--- config.mk ---
export PLATFORM = sky130hd
export DESIGN_NAME = fp_cmp_arb
export DESIGN_NICKNAME = d
export VERILOG_FILES = /design/src/rtl/fp_cmp_pkg.sv /design/src/rtl/fp_cmp_core.sv /design/src/rtl/fp_cmp_arb.sv
export SDC_FILE = /design/constraint.sdc
export NUM_CORES = 1
export LEC_CHECK = 0
export BUFFER_PORTS_ARGS = -buffer_cell sky130_fd_sc_hd__buf_2
export CORE_AREA = 8 8 131 133
export CTS_CLUSTER_DIAMETER = 100
export DETAILED_ROUTE_END_ITERATION = 7
export DIE_AREA = 0 0 139 141
export GPL_ROUTABILITY_DRIVEN = 0
export HOLD_SLACK_MARGIN = 0.02
export RECOVER_POWER = 25
export SLEW_MARGIN = 20
export SYNTH_ARGS = -nofsm -noshare
export SYNTH_HDL_FRONTEND = slang
export SYNTH_SLANG_ARGS = --single-unit
--- constraint.sdc ---
create_clock -name clk -period 5.6 [get_ports clk]
set_clock_uncertainty 0.15 [all_clocks]
set_input_delay 0.84 -clock clk [delete_from_list [all_inputs] [get_ports clk]]
set_output_delay 0.84 -clock clk [all_outputs]
set_load 0.01 [all_outputs]
--- src/rtl/fp_cmp_pkg.sv ---
// Shared types, constants and scalar comparators for the FP compare arbiter.
//   op_e    : request opcode (EQ, LT, LE, reserved)
//   state_e : arbiter FSM states
//   fp_feq / fp_flt / fp_is_nan : IEEE-754 single-precision helpers
package fp_cmp_pkg;

    typedef enum logic [1:0] {
        OP_EQ  = 2'b00,
        OP_LT  = 2'b01,
        OP_LE  = 2'b10,
        OP_RSV = 2'b11
    } op_e;

    typedef enum logic [1:0] {
        IDLE = 2'b00,
        EXEC = 2'b01,
        RESP = 2'b10
    } state_e;

    localparam logic [7:0] EXP_MAX  = 8'hFF;
    localparam int         QNAN_BIT = 22;

    function automatic logic fp_is_nan(input logic [31:0] x);
        return (x[30:23] == EXP_MAX) && (x[22:0] != 23'h0);
    endfunction

    // Quiet equality: NaN never compares equal, +0 equals -0.
    function automatic logic fp_feq(input logic [31:0] a, input logic [31:0] b);
        logic both_zero;
        both_zero = (a[30:0] == 31'h0) && (b[30:0] == 31'h0);
        return !fp_is_nan(a) && !fp_is_nan(b) && ((a == b) || both_zero);
    endfunction

    // Strict less-than on sign-magnitude encodings; zeros of either sign are equal.
    function automatic logic fp_flt(input logic [31:0] a, input logic [31:0] b);
        logic both_zero;
        logic lt;
        both_zero = (a[30:0] == 31'h0) && (b[30:0] == 31'h0);
        if (fp_is_nan(a) || fp_is_nan(b) || both_zero) begin
            lt = 1'b0;
        end else if (a[31] != b[31]) begin
            lt = a[31];
        end else if (!a[31]) begin
            lt = a[30:0] < b[30:0];
        end else begin
            lt = a[30:0] > b[30:0];
        end
        return lt;
    endfunction

endpackage

--- src/rtl/fp_cmp_core.sv ---
// Purely combinational single-precision comparator.
//   a, b   : IEEE-754 single operands
//   op     : 00 EQ, 01 LT, 10 LE, 11 reserved
//   result : comparison outcome
//   nv     : invalid-operation flag
module fp_cmp_core
    import fp_cmp_pkg::*;
(
    input  logic [31:0] a,
    input  logic [31:0] b,
    input  logic [1:0]  op,
    output logic        result,
    output logic        nv
);

    logic nan_a, nan_b, snan_a, snan_b;
    logic eq, lt;

    always_comb begin
        nan_a  = fp_is_nan(a);
        nan_b  = fp_is_nan(b);
        snan_a = nan_a && !a[QNAN_BIT];
        snan_b = nan_b && !b[QNAN_BIT];
        eq     = fp_feq(a, b);
        lt     = fp_flt(a, b);

        result = 1'b0;
        nv     = 1'b0;
        unique case (op_e'(op))
            OP_EQ: begin
                result = eq;
                nv     = snan_a || snan_b;
            end
            OP_LT: begin
                result = lt;
                nv     = nan_a || nan_b;
            end
            OP_LE: begin
                result = lt || eq;
                nv     = nan_a || nan_b;
            end
            OP_RSV: begin
                result = 1'b0;
                nv     = 1'b1;
            end
        endcase
    end

endmodule

--- src/rtl/fp_cmp_arb.sv ---
// Round-robin arbiter sharing one FP compare unit among NREQ requesters.
//   clk, rst              : clock, synchronous active-high reset
//   req_valid / req_ready : per-requester request handshake (ready one-hot or zero)
//   req_a, req_b, req_op  : packed per-requester operands (32b each) and opcode (2b each)
//   rsp_valid / rsp_ready : per-requester response handshake (valid one-hot or zero)
//   rsp_result, rsp_nv    : registered result and invalid flag for the flagged requester
module fp_cmp_arb
    import fp_cmp_pkg::*;
#(
    parameter int NREQ = 2
) (
    input  logic                clk,
    input  logic                rst,
    input  logic [NREQ-1:0]     req_valid,
    output logic [NREQ-1:0]     req_ready,
    input  logic [NREQ*32-1:0]  req_a,
    input  logic [NREQ*32-1:0]  req_b,
    input  logic [NREQ*2-1:0]   req_op,
    output logic [NREQ-1:0]     rsp_valid,
    input  logic [NREQ-1:0]     rsp_ready,
    output logic                rsp_result,
    output logic                rsp_nv
);

    localparam int PW = (NREQ > 1) ? $clog2(NREQ) : 1;

    state_e          state, state_next;
    logic [PW-1:0]   ptr;
    logic [PW-1:0]   cap_id;
    logic [31:0]     cap_a, cap_b;
    logic [1:0]      cap_op;
    logic            res_q, nv_q;
    logic            core_res, core_nv;
    logic            gnt_found;
    logic [PW-1:0]   gnt_id;
    int              idx;

    // Rotating priority search beginning at ptr.
    always_comb begin
        gnt_found = 1'b0;
        gnt_id    = '0;
        idx       = 0;
        for (int k = 0; k < NREQ; k++) begin
            idx = int'(ptr) + k;
            if (idx >= NREQ) idx = idx - NREQ;
            if (!gnt_found && req_valid[idx]) begin
                gnt_found = 1'b1;
                gnt_id    = PW'(idx);
            end
        end
    end

    always_comb begin
        state_next = state;
        req_ready  = '0;
        rsp_valid  = '0;
        unique case (state)
            IDLE: begin
                if (gnt_found && !rst) begin
                    req_ready[gnt_id] = 1'b1;
                    state_next        = EXEC;
                end
            end
            EXEC: state_next = RESP;
            RESP: begin
                rsp_valid[cap_id] = 1'b1;
                // Only the owning requester's ready completes the response.
                if (rsp_ready[cap_id]) state_next = IDLE;
            end
            default: state_next = IDLE;
        endcase
    end

    fp_cmp_core u_core (
        .a      (cap_a),
        .b      (cap_b),
        .op     (cap_op),
        .result (core_res),
        .nv     (core_nv)
    );

    always_ff @(posedge clk) begin
        if (rst) begin
            state  <= IDLE;
            ptr    <= '0;
            cap_id <= '0;
            cap_a  <= '0;
            cap_b  <= '0;
            cap_op <= '0;
            res_q  <= 1'b0;
            nv_q   <= 1'b0;
        end else begin
            state <= state_next;
            if (state == IDLE && gnt_found) begin
                cap_id <= gnt_id;
                cap_a  <= req_a[int'(gnt_id)*32 +: 32];
                cap_b  <= req_b[int'(gnt_id)*32 +: 32];
                cap_op <= req_op[int'(gnt_id)*2 +: 2];
                if (gnt_id == PW'(NREQ - 1)) ptr <= '0;
                else                         ptr <= gnt_id + 1'b1;
            end
            if (state == EXEC) begin
                res_q <= core_res;
                nv_q  <= core_nv;
            end
        end
    end

    assign rsp_result = res_q;
    assign rsp_nv     = nv_q;

endmodule

# --- After elaboration in Yosys (flattened, before gate mapping) ---
# Index checks and enable logic that the tools add are counted.
word_totals:
  regBits: 72
  out_inout_bits: 6
  elab_cells: 97
classes:
  add_sub_neg: 4
  n_lt_le_gt_ge: 10
  eq_ne: 11
  shift: 3
  mux: 30
  n_reduce_logical: 31
op_table:
  columns: ["cell", "count"]
  rows:
  - ["indexed part select 64 x 7 -> 32 bit", 2]
  - ["less-than comparator 32 x 3 -> 1 bit (second input constant)", 2]
  - ["2-to-1 mux 32 bit", 2]
  - ["logical NOT 31 bit", 2]
  - ["nonzero test 23 bit", 2]
  - ["equality test 32 bit", 1]
  - ["greater-than comparator 31 bit", 1]
  - ["less-than comparator 31 bit", 1]
  - ["2-to-1 mux 1 bit", 18]
  - ["equality test 8 bit (second input constant)", 2]
  - ["logical AND 1 bit", 12]
  - ["2-to-1 mux 2 bit", 5]
  - ["equality test 2 bit (second input constant)", 3]
  - ["logical NOT 1 bit", 6]
  - ["one-hot mux 2 bit (3 select lines)", 1]
  - ["logical OR 1 bit", 5]
  - ["equality test 2 x 1 -> 1 bit (second input constant)", 2]
  - ["logical NOT 2 bit", 2]
  - ["less-than comparator 1 x 2 -> 1 bit (second input constant)", 2]
  - ["inequality test 2 bit (second input constant)", 2]
  - ["one-hot mux 1 bit (4 select lines)", 1]
  - ["indexed part select 4 x 3 -> 2 bit", 1]
  - ["one-hot mux 1 bit (3 select lines)", 1]
  - ["subtractor 1 x 2 -> 3 bit (second input constant)", 1]
  - ["10 further kinds", 12]

# --- Longest topological paths before layout ---
logic_depth:
  depth_word: 15
  ltp_mapped: 8
  depth_no_buf: 8

# --- By module ---
# Synthesis repeated with hierarchy kept, for this count alone.
hier_totals:
  cells_unflattened: 475
  area_unflattened_um2: 4408.0
modules_own_cells:
  columns: ["module", "n_inst", "cells_per_inst", "area_each_um2"]
  rows:
  - ["fp_cmp_arb", 1, 310, 3239.4]
  - ["fp_cmp_core", 1, 165, 1168.6]

# --- Worst setup path after synthesis ---
# No wires, ideal clock.
synth_timing:
  kind: "input to output"
  from: "input rst"
  to: "output req_ready[0]"
  t_arrival_ns: 1.646
  setup_slack_ns: 2.964
  stages: 4
  path_cell_list: "nor3_1 -> and3_1 -> clkbuf_1 -> clkbuf_1"
synth_between:
  elab_chain_cells: 4
synth_lines:
  columns: ["element", "line_no", "source"]
  rows:
  - ["start, declared", "fp_cmp_arb.sv:13", "input logic rst,"]
  - ["logical NOT 1 bit", "fp_cmp_arb.sv:59", "if (gnt_found && !rst) begin"]
  - ["logical AND 1 bit", "fp_cmp_arb.sv:59", null]
  - ["2-to-1 mux 2 bit", "fp_cmp_arb.sv:59", null]
  - ["2-to-1 mux 2 bit", "fp_cmp_arb.sv:57", "unique case (state)"]
  - ["end, declared", "fp_cmp_arb.sv:15", "output logic [NREQ-1:0] req_ready,"]
# Every way passes these cells.

# --- Final worst setup path ---
layout_timing:
  from: "input rst"
  to: "output req_ready[1]"
# The elaborated chain is that of the path after synthesis.

==> summary.md <==
| Metric | Value |
|---|---|
| Clock latency reported for the late side of the worst-skew pair | `0.34 ns` |
| Router iterations before antenna repair | `8` |
| Data required time of the critical path | `4.61 ns` |
| Adder-cell share of the synthesized area | `0.118` |
| Pin count of the biggest net entering global routing | `69` |
| I/O pin total | `144` |
| Wire length of the first global-routing pass | `~20 mm` |
| Part of the Yosys area used for sequential elements | `0.389` |
| Number of warnings reported in the yosys synthesis log | `0` |
| Critical-path maximum fanout | `68` |
| Reg-to-Reg Start | `state[0]` |
| Worst min-delay path class | `reg2reg` |
| Number of buffers inserted by port buffering | `143` |
| Compound-cell area share of the yosys netlist | `0.246` |
| Quantity of hold-fixing buffers added after cts | `0` |
| Via Count | `around 3700` |
| Number of inserted diodes | `0` |
| Worst R2R Setup Slack | `2.84 ns` |
| Post-synthesis cell type count | `39` |
| Clock sink count | `between 70 and 80` |
| Number of post-CTS setup repair buffers | `0` |
| Cell count of the worst hold path | `1` |
| Reg2reg end | `cap_a[9]` |
| ANT nets after route | `0` |
| Setup slack at placement | `between 2 and 2.5 ns` |
| Sum Neg Setup Slack | `0 ns` |
| Commonest cells after routing, fill and taps aside | `buf_2, inv_1, dfxtp_1, a222oi_1, ha_1` |
| Area growth, synth to finish | `33.1%` |
| Cell chosen for the clock root | `clkbuf_16` |
| Number of synthesized register bits | `72` |
| Fillcell total | `1556` |
| Post-synth net total | `585` |
| Avg Synthesized Cell Area | `between 8 and 9 um2` |
| Die area | `0.0196 mm2` |
| Post-synthesis cell count | `412` |
| Run status | `finished with violations` |
| Vias in the first global route | `3946` |
| Largest family of logic cells by synthesized area | `compound AO/OA/AOI/OAI gates` |
| Placeable core region | `0.0150 mm2` |
| Number of gates given a new drive strength after cts | `0` |
| Final slew viol count | `28` |
| Netlist area before placement | `0.00370 mm2` |
| Violated checks | `max-capacitance violations, max-slew violations` |
| Final hold violation count | `0` |
| Leakage component of the power | `2.55 nW` |
| Crit start category | `input port` |
| Area fraction in and, or, nand and nor cells after synthesis | `0.115` |
| Share of cell area taken by muxes after synthesis | `0.00270` |
| Highest achievable clock rate | `0.307 GHz` |
| Initial cell density of the core | `0.247` |
| Max Cap Violations | `1` |
| Leftover overflow at the end of global routing | `0` |
| Die width | `139 um` |
| Global router's overall resource usage | `0.127` |
| CTS buffer count | `9` |
| Overall die height | `approximately 140 um` |
| Kind of end point of the critical path | `primary output` |
| Fraction of the cycle the final worst path needs | `0.582` |
| Final setup violation count | `0` |
| Path depth of the worst reg2reg path | `5` |
| DP Wirelength | `9.88 mm` |
| Max Buffers Root-to-Sink | `2` |
| Worst Min Path Start | `ptr` |
| Fraction of layout cells with a size suffix above 1 | `0.292` |
| Most common cell after layout, fill and taps aside | `buf_2` |
| Worst Hold End | `ptr` |
| Residual DRC count | `0` |
| Worst slew pin tran | `1.68 ns` |
| Crit path setup slack, layout | `2.34 ns` |
| Crit path DAT | `around 2.3 ns` |
| Routed via count divided by cell count | `5.07` |
| Number of nets at the end of the flow | `719` |
| Setup repair after global routing missed its margin | `false` |
| Clock tree from TritonCTS | `yes` |
| Count of routing violations after the opening detailed-route iteration | `~450` |
| Critical path type | `in2out` |
| Aggregate routed wire length | `approximately 12 mm` |
| Relative slew margins | `-0.122` |
| Worst IR drop on VDD | `0.000125 V` |
| Htree depth | `3` |
| Number of antenna violations at the first check in global routing | `0` |
| Cell area power density | `328 mW/mm2` |
| Routed wire length per instance | `between 15 and 20 um` |
| Rows | `45` |
| Clock period minus worst slack | `3.26 ns` |
| Xor/xnor cell area share of the yosys netlist | `0.00237` |
| Clock edge transition at the registers on the reported setup and hold paths | `0.06 ns` |
[cells in the mapped netlist, drive strengths merged]
library cell | count | area (um2)
nor2 | 8 | 30.0
nor3b | 1 | 7.51
o32ai | 1 | 8.76
a21boi | 2 | 15.0
or4 | 1 | 7.51
nand3b | 4 | 30.0
nor3 | 5 | 25.0
ha | 35 | 438
and3b | 1 | 8.76
o221ai | 1 | 8.76
a2111o | 1 | 11.3
o41ai | 1 | 8.76
nor2b | 1 | 6.26
and2 | 1 | 6.26
mux2i | 1 | 10.0
nand4 | 15 | 93.8
dfxtp | 72 | 1440
xnor2 | 1 | 8.76
inv | 101 | 379
and3 | 3 | 18.8
o31a | 1 | 8.76
o211ai | 1 | 7.51
clkbuf | 21 | 78.8
buf | 2 | 7.51
o31ai | 1 | 7.51
a21o | 3 | 22.5
a211oi | 4 | 30.0
a31oi | 1 | 6.26
or2 | 1 | 6.26
a21oi | 13 | 65.1
o21ai | 6 | 30.0
nor4 | 17 | 113
nand2 | 11 | 41.3
a221oi | 1 | 8.76
o221a | 1 | 11.3
nand3 | 4 | 20.0
a222oi | 66 | 661
nand2b | 2 | 12.5
[worst max-delay path by stage]
| stage | from | to | slack (ns) |
|---|---|---|---|
| 3_3_place_gp | rst | req_ready[0] | 2.37 |
| 3_5_place_dp | rst | req_ready[0] | 2.37 |
| 4_1_cts | rst | req_ready[0] | 2.37 |
| 5_1_grt | rst | req_ready[0] | 2.19 |
| 6_report | rst | req_ready[1] | 2.34 |
| 2_1_floorplan | rst | req_ready[0] | 2.96 |
[registers in the layout (all words and copies together), names as in the netlist]
register / cells
ptr: 1
rsp_result: 1
rsp_nv: 1
cap_b: 32
state: 2
cap_op: 2
cap_id: 1
cap_a: 32
[critical path: stages]
cell      delay (ns)
clkbuf_1        0.14
nor3_1          0.23
and3_2          0.21
buf_4           0.55
buf_2           0.26
[stage by stage]
stage / total power [mW] / hold slack (ns) / util / instance area, um2 / instances
after floorplan: 0.843 / 0.290 / - / 3700 / 412
after global placement: 0.972 / 0.316 / 0.307 / 4600 / 723
after detailed placement: 0.988 / 0.327 / 0.307 / 4600 / 723
after CTS: 1.64 / 0.341 / 0.330 / 4940 / 739
after global routing: 1.72 / 0.349 / 0.329 / 4920 / 739
final: 1.61 / 0.343 / 0.329 / 4920 / 739
[layout make-up]
type,instances,area (um2),area share
Tap cell,188,235,0.0478
Multi-Input combinational cell,216,1800,0.365
Clock buffer,12,267,0.0541
Inverter,101,379,0.0770
Timing Repair Buffer,146,731,0.148
Clock inverter,4,75.1,0.0152
Sequential cell,72,1440,0.293
[cell families after synthesis]
group           after synthesis
fa+ha+maj                    35
compound gates              104
simple gates                 75
buf+inv                     124
xor+xnor                      1
mux                           1
flops                        72
[routing by layer]
| layer | global-route usage | up-vias | part of all wire |
|---|---|---|---|
| met2 | 0.211 | 139 | 0.48 |
| met3 | 0.0358 | 12 | 0.058 |
| li1 | - | 1845 | - |
| met1 | 0.152 | 1753 | 0.45 |
| met4 | 0.0468 | 0 | 0.011 |
| met5 | 0 | - | 0 |
[power by group]
part	leakage (nW)	total [mW]	switching (mW)	internal (mW)
clock network	0.161	0.642	0.216	0.426
registers	0.594	0.633	0.0640	0.569
logic	1.79	0.339	0.181	0.158
total	2.55	1.61	0.461	1.15
Power figures use the tool's default switching activity.
